File: config.mk
export PLATFORM = sky130hd
export DESIGN_NAME = cordic_result_serializer_flat
export DESIGN_NICKNAME = d
export VERILOG_FILES = /design/src/rtl/cordic_result_serializer_if.sv /design/src/rtl/cordic_result_serializer.sv /design/src/flat_wrapper.sv
export SDC_FILE = /design/constraint.sdc
export NUM_CORES = 1
export LEC_CHECK = 0
export ABC_AREA = 0
export CAP_MARGIN = 10
export CORE_MARGIN = 2
export CORE_UTILIZATION = 25
export CTS_CLUSTER_DIAMETER = 150
export DETAILED_ROUTE_END_ITERATION = 10
export DONT_BUFFER_PORTS = 1
export PLACE_DENSITY_LB_ADDON = 0.25
export SYNTH_ARGS = -nofsm -noshare
export SYNTH_HDL_FRONTEND = slang
export SYNTH_SLANG_ARGS = --single-unit
export TNS_END_PERCENT = 1
File: constraint.sdc
create_clock -name i_clk -period 6.8 [get_ports i_clk]
set_input_delay 1.02 -clock i_clk [delete_from_list [all_inputs] [get_ports i_clk]]
set_output_delay 1.02 -clock i_clk [all_outputs]
set_load 0.05 [all_outputs]
File: src/rtl/cordic_result_serializer_if.sv
// Result/byte-stream bundle between the CORDIC engine, the serializer and the byte sink.
// master = serializer side, slave = engine/sink side.
interface cordic_result_serializer_if #(
    parameter int DATA_WIDTH = 18,
    parameter int FIFO_DEPTH = 4
);
    localparam int LVL_W = $clog2(FIFO_DEPTH) + 1;

    logic signed [DATA_WIDTH-1:0] in_costheta;
    logic signed [DATA_WIDTH-1:0] in_sintheta;
    logic signed [DATA_WIDTH-1:0] in_alpha;
    logic                         i_valid_in;
    logic [7:0]                   o_byte;
    logic                         o_byte_valid;
    logic                         i_byte_ready;
    logic                         o_last;
    logic                         o_overflow;
    logic                         i_ovf_clr;
    logic [LVL_W-1:0]             o_fifo_level;

    modport master (
        input  in_costheta, in_sintheta, in_alpha, i_valid_in, i_byte_ready, i_ovf_clr,
        output o_byte, o_byte_valid, o_last, o_overflow, o_fifo_level
    );

    modport slave (
        output in_costheta, in_sintheta, in_alpha, i_valid_in, i_byte_ready, i_ovf_clr,
        input  o_byte, o_byte_valid, o_last, o_overflow, o_fifo_level
    );
endinterface

File: src/rtl/cordic_result_serializer.sv
// Buffers CORDIC {cos, sin[, alpha]} results in a frame FIFO and streams them MSB-first as bytes.
// Optional feature macro: CORDIC_SER_ALPHA_EN (adds the residual angle to every frame).
module cordic_result_serializer #(
    parameter int DATA_WIDTH = 18,
    parameter int FIFO_DEPTH = 4
) (
    input  logic                      i_clk,
    input  logic                      i_rst_n,
    cordic_result_serializer_if.master ser
);
    localparam int AW = $clog2(FIFO_DEPTH);
    localparam int LW = AW + 1;
`ifdef CORDIC_SER_ALPHA_EN
    localparam int WORDS = 3;
`else
    localparam int WORDS = 2;
`endif
    localparam int FRAME_BYTES = 3 * WORDS;
    localparam int FRAME_BITS  = 24 * WORDS;
    localparam int ENTRY_W     = DATA_WIDTH * WORDS;
    localparam int CW          = 4;

    typedef enum logic {IDLE, SEND} state_t;

    state_t                state_q, state_d;
    logic [FRAME_BITS-1:0] shift_q, shift_d;
    logic [CW-1:0]         cnt_q, cnt_d;
    logic                  last_q, last_d;
    logic                  ovf_q, ovf_d;
    logic [AW-1:0]         wr_ptr_q, wr_ptr_d;
    logic [AW-1:0]         rd_ptr_q, rd_ptr_d;
    logic [LW-1:0]         level_q, level_d;

    logic [ENTRY_W-1:0]    fifo_mem [FIFO_DEPTH];
    logic [ENTRY_W-1:0]    entry_in;
    logic [ENTRY_W-1:0]    head;
    logic [FRAME_BITS-1:0] frame_load;

    logic full, empty, push, drop, xfer, frame_done, pop;

    function automatic logic [23:0] sext24(input logic [DATA_WIDTH-1:0] w);
        logic [23:0] r;
        r = {24{w[DATA_WIDTH-1]}};
        r[DATA_WIDTH-1:0] = w;
        return r;
    endfunction

    // cos occupies the most significant word so it leaves the shift register first
`ifdef CORDIC_SER_ALPHA_EN
    assign entry_in = {ser.in_costheta, ser.in_sintheta, ser.in_alpha};
`else
    assign entry_in = {ser.in_costheta, ser.in_sintheta};
`endif

    assign head = fifo_mem[rd_ptr_q];

    generate
        for (genvar gi = 0; gi < WORDS; gi++) begin : g_word
            assign frame_load[FRAME_BITS-1-24*gi -: 24] =
                sext24(head[ENTRY_W-1-DATA_WIDTH*gi -: DATA_WIDTH]);
        end
    endgenerate

    // Full/empty come from the registered level, so a pop never makes room for a same-cycle push
    assign full       = (level_q == LW'(FIFO_DEPTH));
    assign empty      = (level_q == '0);
    assign push       = ser.i_valid_in && !full;
    assign drop       = ser.i_valid_in && full;
    assign xfer       = (state_q == SEND) && ser.i_byte_ready;
    assign frame_done = xfer && (cnt_q == CW'(FRAME_BYTES - 1));
    assign pop        = !empty && ((state_q == IDLE) || frame_done);

    always_comb begin
        state_d  = state_q;
        shift_d  = shift_q;
        cnt_d    = cnt_q;
        wr_ptr_d = wr_ptr_q;
        rd_ptr_d = rd_ptr_q;

        if (pop) begin
            shift_d  = frame_load;
            cnt_d    = '0;
            state_d  = SEND;
            rd_ptr_d = rd_ptr_q + 1'b1;
        end else if (frame_done) begin
            shift_d = shift_q << 8;
            cnt_d   = '0;
            state_d = IDLE;
        end else if (xfer) begin
            shift_d = shift_q << 8;
            cnt_d   = cnt_q + 1'b1;
        end

        if (push) begin
            wr_ptr_d = wr_ptr_q + 1'b1;
        end

        level_d = level_q + LW'(push) - LW'(pop);
        last_d  = (state_d == SEND) && (cnt_d == CW'(FRAME_BYTES - 1));
        ovf_d   = drop || (ovf_q && !ser.i_ovf_clr);
    end

    always_ff @(posedge i_clk or negedge i_rst_n) begin
        if (!i_rst_n) begin
            state_q  <= IDLE;
            shift_q  <= '0;
            cnt_q    <= '0;
            last_q   <= 1'b0;
            ovf_q    <= 1'b0;
            wr_ptr_q <= '0;
            rd_ptr_q <= '0;
            level_q  <= '0;
        end else begin
            state_q  <= state_d;
            shift_q  <= shift_d;
            cnt_q    <= cnt_d;
            last_q   <= last_d;
            ovf_q    <= ovf_d;
            wr_ptr_q <= wr_ptr_d;
            rd_ptr_q <= rd_ptr_d;
            level_q  <= level_d;
        end
    end

    // Frame storage carries no reset; validity is tracked by the pointers and level
    always_ff @(posedge i_clk) begin
        if (push) begin
            fifo_mem[wr_ptr_q] <= entry_in;
        end
    end

    assign ser.o_byte       = shift_q[FRAME_BITS-1 -: 8];
    assign ser.o_byte_valid = (state_q == SEND);
    assign ser.o_last       = last_q;
    assign ser.o_overflow   = ovf_q;
    assign ser.o_fifo_level = level_q;
endmodule

File: src/flat_wrapper.sv
// flat-port wrapper written by rule: the top's interface ports become plain ports
module cordic_result_serializer_flat 
#(
    parameter int DATA_WIDTH = 18,
    parameter int FIFO_DEPTH = 4
)
  (i_clk, i_rst_n, ser_in_costheta, ser_in_sintheta, ser_in_alpha, ser_i_valid_in, ser_i_byte_ready, ser_i_ovf_clr, ser_o_byte, ser_o_byte_valid, ser_o_last, ser_o_overflow, ser_o_fifo_level);
  cordic_result_serializer_if #(.DATA_WIDTH(DATA_WIDTH), .FIFO_DEPTH(FIFO_DEPTH)) ser_i ();
  input  logic i_clk;
  input  logic i_rst_n;
  input wire logic [$bits(ser_i.in_costheta)-1:0] ser_in_costheta;
  input wire logic [$bits(ser_i.in_sintheta)-1:0] ser_in_sintheta;
  input wire logic [$bits(ser_i.in_alpha)-1:0] ser_in_alpha;
  input wire logic [$bits(ser_i.i_valid_in)-1:0] ser_i_valid_in;
  input wire logic [$bits(ser_i.i_byte_ready)-1:0] ser_i_byte_ready;
  input wire logic [$bits(ser_i.i_ovf_clr)-1:0] ser_i_ovf_clr;
  output wire logic [$bits(ser_i.o_byte)-1:0] ser_o_byte;
  output wire logic [$bits(ser_i.o_byte_valid)-1:0] ser_o_byte_valid;
  output wire logic [$bits(ser_i.o_last)-1:0] ser_o_last;
  output wire logic [$bits(ser_i.o_overflow)-1:0] ser_o_overflow;
  output wire logic [$bits(ser_i.o_fifo_level)-1:0] ser_o_fifo_level;
  assign ser_i.in_costheta = ser_in_costheta;
  assign ser_i.in_sintheta = ser_in_sintheta;
  assign ser_i.in_alpha = ser_in_alpha;
  assign ser_i.i_valid_in = ser_i_valid_in;
  assign ser_i.i_byte_ready = ser_i_byte_ready;
  assign ser_i.i_ovf_clr = ser_i_ovf_clr;
  assign ser_o_byte = ser_i.o_byte;
  assign ser_o_byte_valid = ser_i.o_byte_valid;
  assign ser_o_last = ser_i.o_last;
  assign ser_o_overflow = ser_i.o_overflow;
  assign ser_o_fifo_level = ser_i.o_fifo_level;
  cordic_result_serializer #(.DATA_WIDTH(DATA_WIDTH), .FIFO_DEPTH(FIFO_DEPTH)) u_core (.i_clk(i_clk), .i_rst_n(i_rst_n), .ser(ser_i));
endmodule
==> out/results.ini <==
[outcome]
status = finished clean

[placed_design]
io_buffers = 0
hpwl_um = 9950
place_congestion = 0.720
place_inst = 914

[logic_synthesis]
synthArstFlopShare_pct = 30.1
synth_top_area_share_pct = 51.8
ys_top_cells_by_area = edfxtp_1, dfrtp_1, mux4_2, nand3_2, nand2_1
synth_warnings = 0
postSynthAreaPerCell_um2 = 16.6
synth_nets = 569
synthesis.instances = 502
synth-seq-cells = 206
synth_area_leader_cell = edfxtp_1
syn_area_um2 = 8350
yosysUniqueCellTypes = 40
synth_edf_count = 144
yosysSeqAreaShare_pct = 70.3
synth_ff_type = edfxtp_1

[grt]
use_met1_pct = 12.8
grt_max_degree = 63
grt-busiest-layer = met2
grt_pass1_wl_um = 26600
grt_usage_pct = 9.72
antenna_found_initial = 0
grt_pass1_vias = 4502
use_met3_pct = 2.52
grt_use_met2_pct = 16.0
globalRouteOverflowTotal = 0

[sta]
slew_violations = 0
post-route-min-period_ns = 2.85
slew-limit-headroom_pct = 25.4
tns_ns = 0
setup_violations = 0
hold_violations = 0
rsz0062_at_grt = no
fmax_ghz = 0.351
post-route-period-util_pct = 41.9
finalClockSkew_ns = 0.0120
worstMarginPinSlew_ns = 1.12

[finish]
fillerInstances = 3326
nets = 563
final_common_cell = edfxtp_1
layout.cells.non_filler = 953
final_cell_mix = edfxtp_1, nand2_1, dfrtp_1, nand3_1, nand3_2
num_antenna_cells = 0
drive_above_1_share_pct = 25.0
area_growth_pct = 14.0

[drt]
viasPerCell = 4.32
dr.pass1.iters = 4
drt-total-wl_um = 16800
drtIter0Drc = 310
drc_errors = 0
ant_nets = 0
wl_per_cell_um = 17.7
num_vias = 4118

[clock_network]
cts_buffers = 22
root_buffer = clkbuf_16
cts_tree = built
cts_setup_buffers = 0
htree_levels = 1
ctsResizeCount = 0
clockBufferDepth = 3
clk_pin_slew_ns = 0.06
insertion_delay_ns = 0.50
holdBufCountCts = 0
clock_sinks = 206

[power_and_ir_drop]
power.share.sequential_pct = 48.3
swShare_pct = 29.3
p_clk_share_pct = 32.5
power_frac_comb_pct = 19.2
p_switching_mw = 1.19
power.internal_mw = 2.87
p_leak_nw = 3.35
vdd_drop_max_v = 0.000296
power_density_nw_per_um2 = 427

[flow_run]
cap_violations = 0

[critical_path]
worstSetupPathType = reg -> reg
crit_fanout = 36
reg2reg_depth = 3
worstPathRequired_ns = 6.90
critical_path_arrival_ns = 2.95
cp-end-kind = register
start_kind = register

[floorplan]
die_h_um = 187
initial_utilization_pct = 25.5
dieArea_um2 = 34900
pin_count = 73
die_x_um = 187
rows = 66
coreArea_um2 = 32700

[min_path]
min_path_type = in -> async

-- power by group through the flow --
stage	logic, mW	registers, mW	clock network [mW]
floorplan	0.741	1.85	0
global placement	0.795	1.98	0
detailed placement	0.807	2.00	0
CTS	0.809	1.97	1.36
global route	0.868	2.00	1.41
finish	0.780	1.96	1.32
-- final timing paths --
path / slack, ns / from / end
hold / removal: 0.21 / i_rst_n / u_core.ser.o_overflow$_DFF_PN0_
setup reg to reg: 3.95 / u_core.ser.o_fifo_level[1]$_DFF_PN0_ / u_core.fifo_mem[0][8]$_DFFE_PP_
max in group asynchronous: 6.46 / i_rst_n / u_core.shift_q[0]$_DFFE_PN0P_
setup / recovery: 3.95 / u_core.ser.o_fifo_level[1]$_DFF_PN0_ / u_core.fifo_mem[0][8]$_DFFE_PP_
hold reg to reg: 0.49 / u_core.shift_q[38]$_DFFE_PN0P_ / u_core.shift_q[38]$_DFFE_PN0P_
min in group i_clk: 0.49 / u_core.shift_q[38]$_DFFE_PN0P_ / u_core.shift_q[38]$_DFFE_PN0P_
-- kinds of logic after synthesis --
family / after synthesis / share of synthesized area [%]
flops: 206 / 70.3
simple gates: 178 / 12.3
buf+inv: 43 / 3.28
mux: 38 / 10.2
compound gates: 24 / 2.07
fa+ha+maj: 8 / 1.29
xor+xnor: 5 / 0.524
-- critical path, cell delays in order, from the launching register on --
cell,delay [ns]
dfrtp_1,0.77
nor2_1,0.12
a21boi_1,0.53
and2_2,1.01
-- layer usage --
metal	share of wire, %	up-vias
met2	48	80
met1	45	2143
li1	-	1868
met3	4.8	27
met5	0	-
met4	2.0	0
-- cells in the mapped netlist, drive strengths merged, types with 2 or more instances --
library cell  number
xnor2              5
nand3             82
o21ai              6
nand2             76
a21oi              3
clkbuf             4
buf               31
nor3               3
nor2               5
ha                 7
edfxtp           144
mux4              36
dfrtp             62
and2               4
a22o               8
inv                8
nor3b              2
-- area by class of cell --
class	instances	area (um^2)	area share, %
Timing Repair Buffer	5	37.5	0.394
Tap cell	442	553	5.81
Clock inverter	11	210	2.21
Inverter	8	30.0	0.315
Clock buffer	28	594	6.24
Multi-Input combinational cell	253	2220	23.3
Sequential cell	206	5880	61.7
-- per-stage QoR --
stage | utilization (%) | instance area, um^2 | hold slack, ns | setup WS [ns] | power [mW]
after floorplan | - | 8350 | 0.449 | 4.03 | 2.59
after global placement | 26.6 | 8710 | 0.484 | 3.87 | 2.77
after detailed placement | 26.6 | 8710 | 0.486 | 3.77 | 2.80
after CTS | 29.1 | 9520 | 0.194 | 3.87 | 4.14
after global routing | 29.1 | 9520 | 0.187 | 3.76 | 4.28
final | 29.1 | 9520 | 0.214 | 3.95 | 4.07
-- state kept, by name (all words and copies together), names as in the netlist --
| signal | cells |
|---|---|
| u_core.fifo_mem | 144 |
| u_core.shift_q | 48 |
| u_core.cnt_q | 4 |
| u_core.ser.o_fifo_level | 3 |
| u_core.rd_ptr_q | 2 |
| u_core.wr_ptr_q | 2 |
| u_core.ser.o_byte_valid | 1 |
| u_core.ser.o_last | 1 |
| u_core.ser.o_overflow | 1 |
No activity file was read; power rests on OpenSTA's default activity.
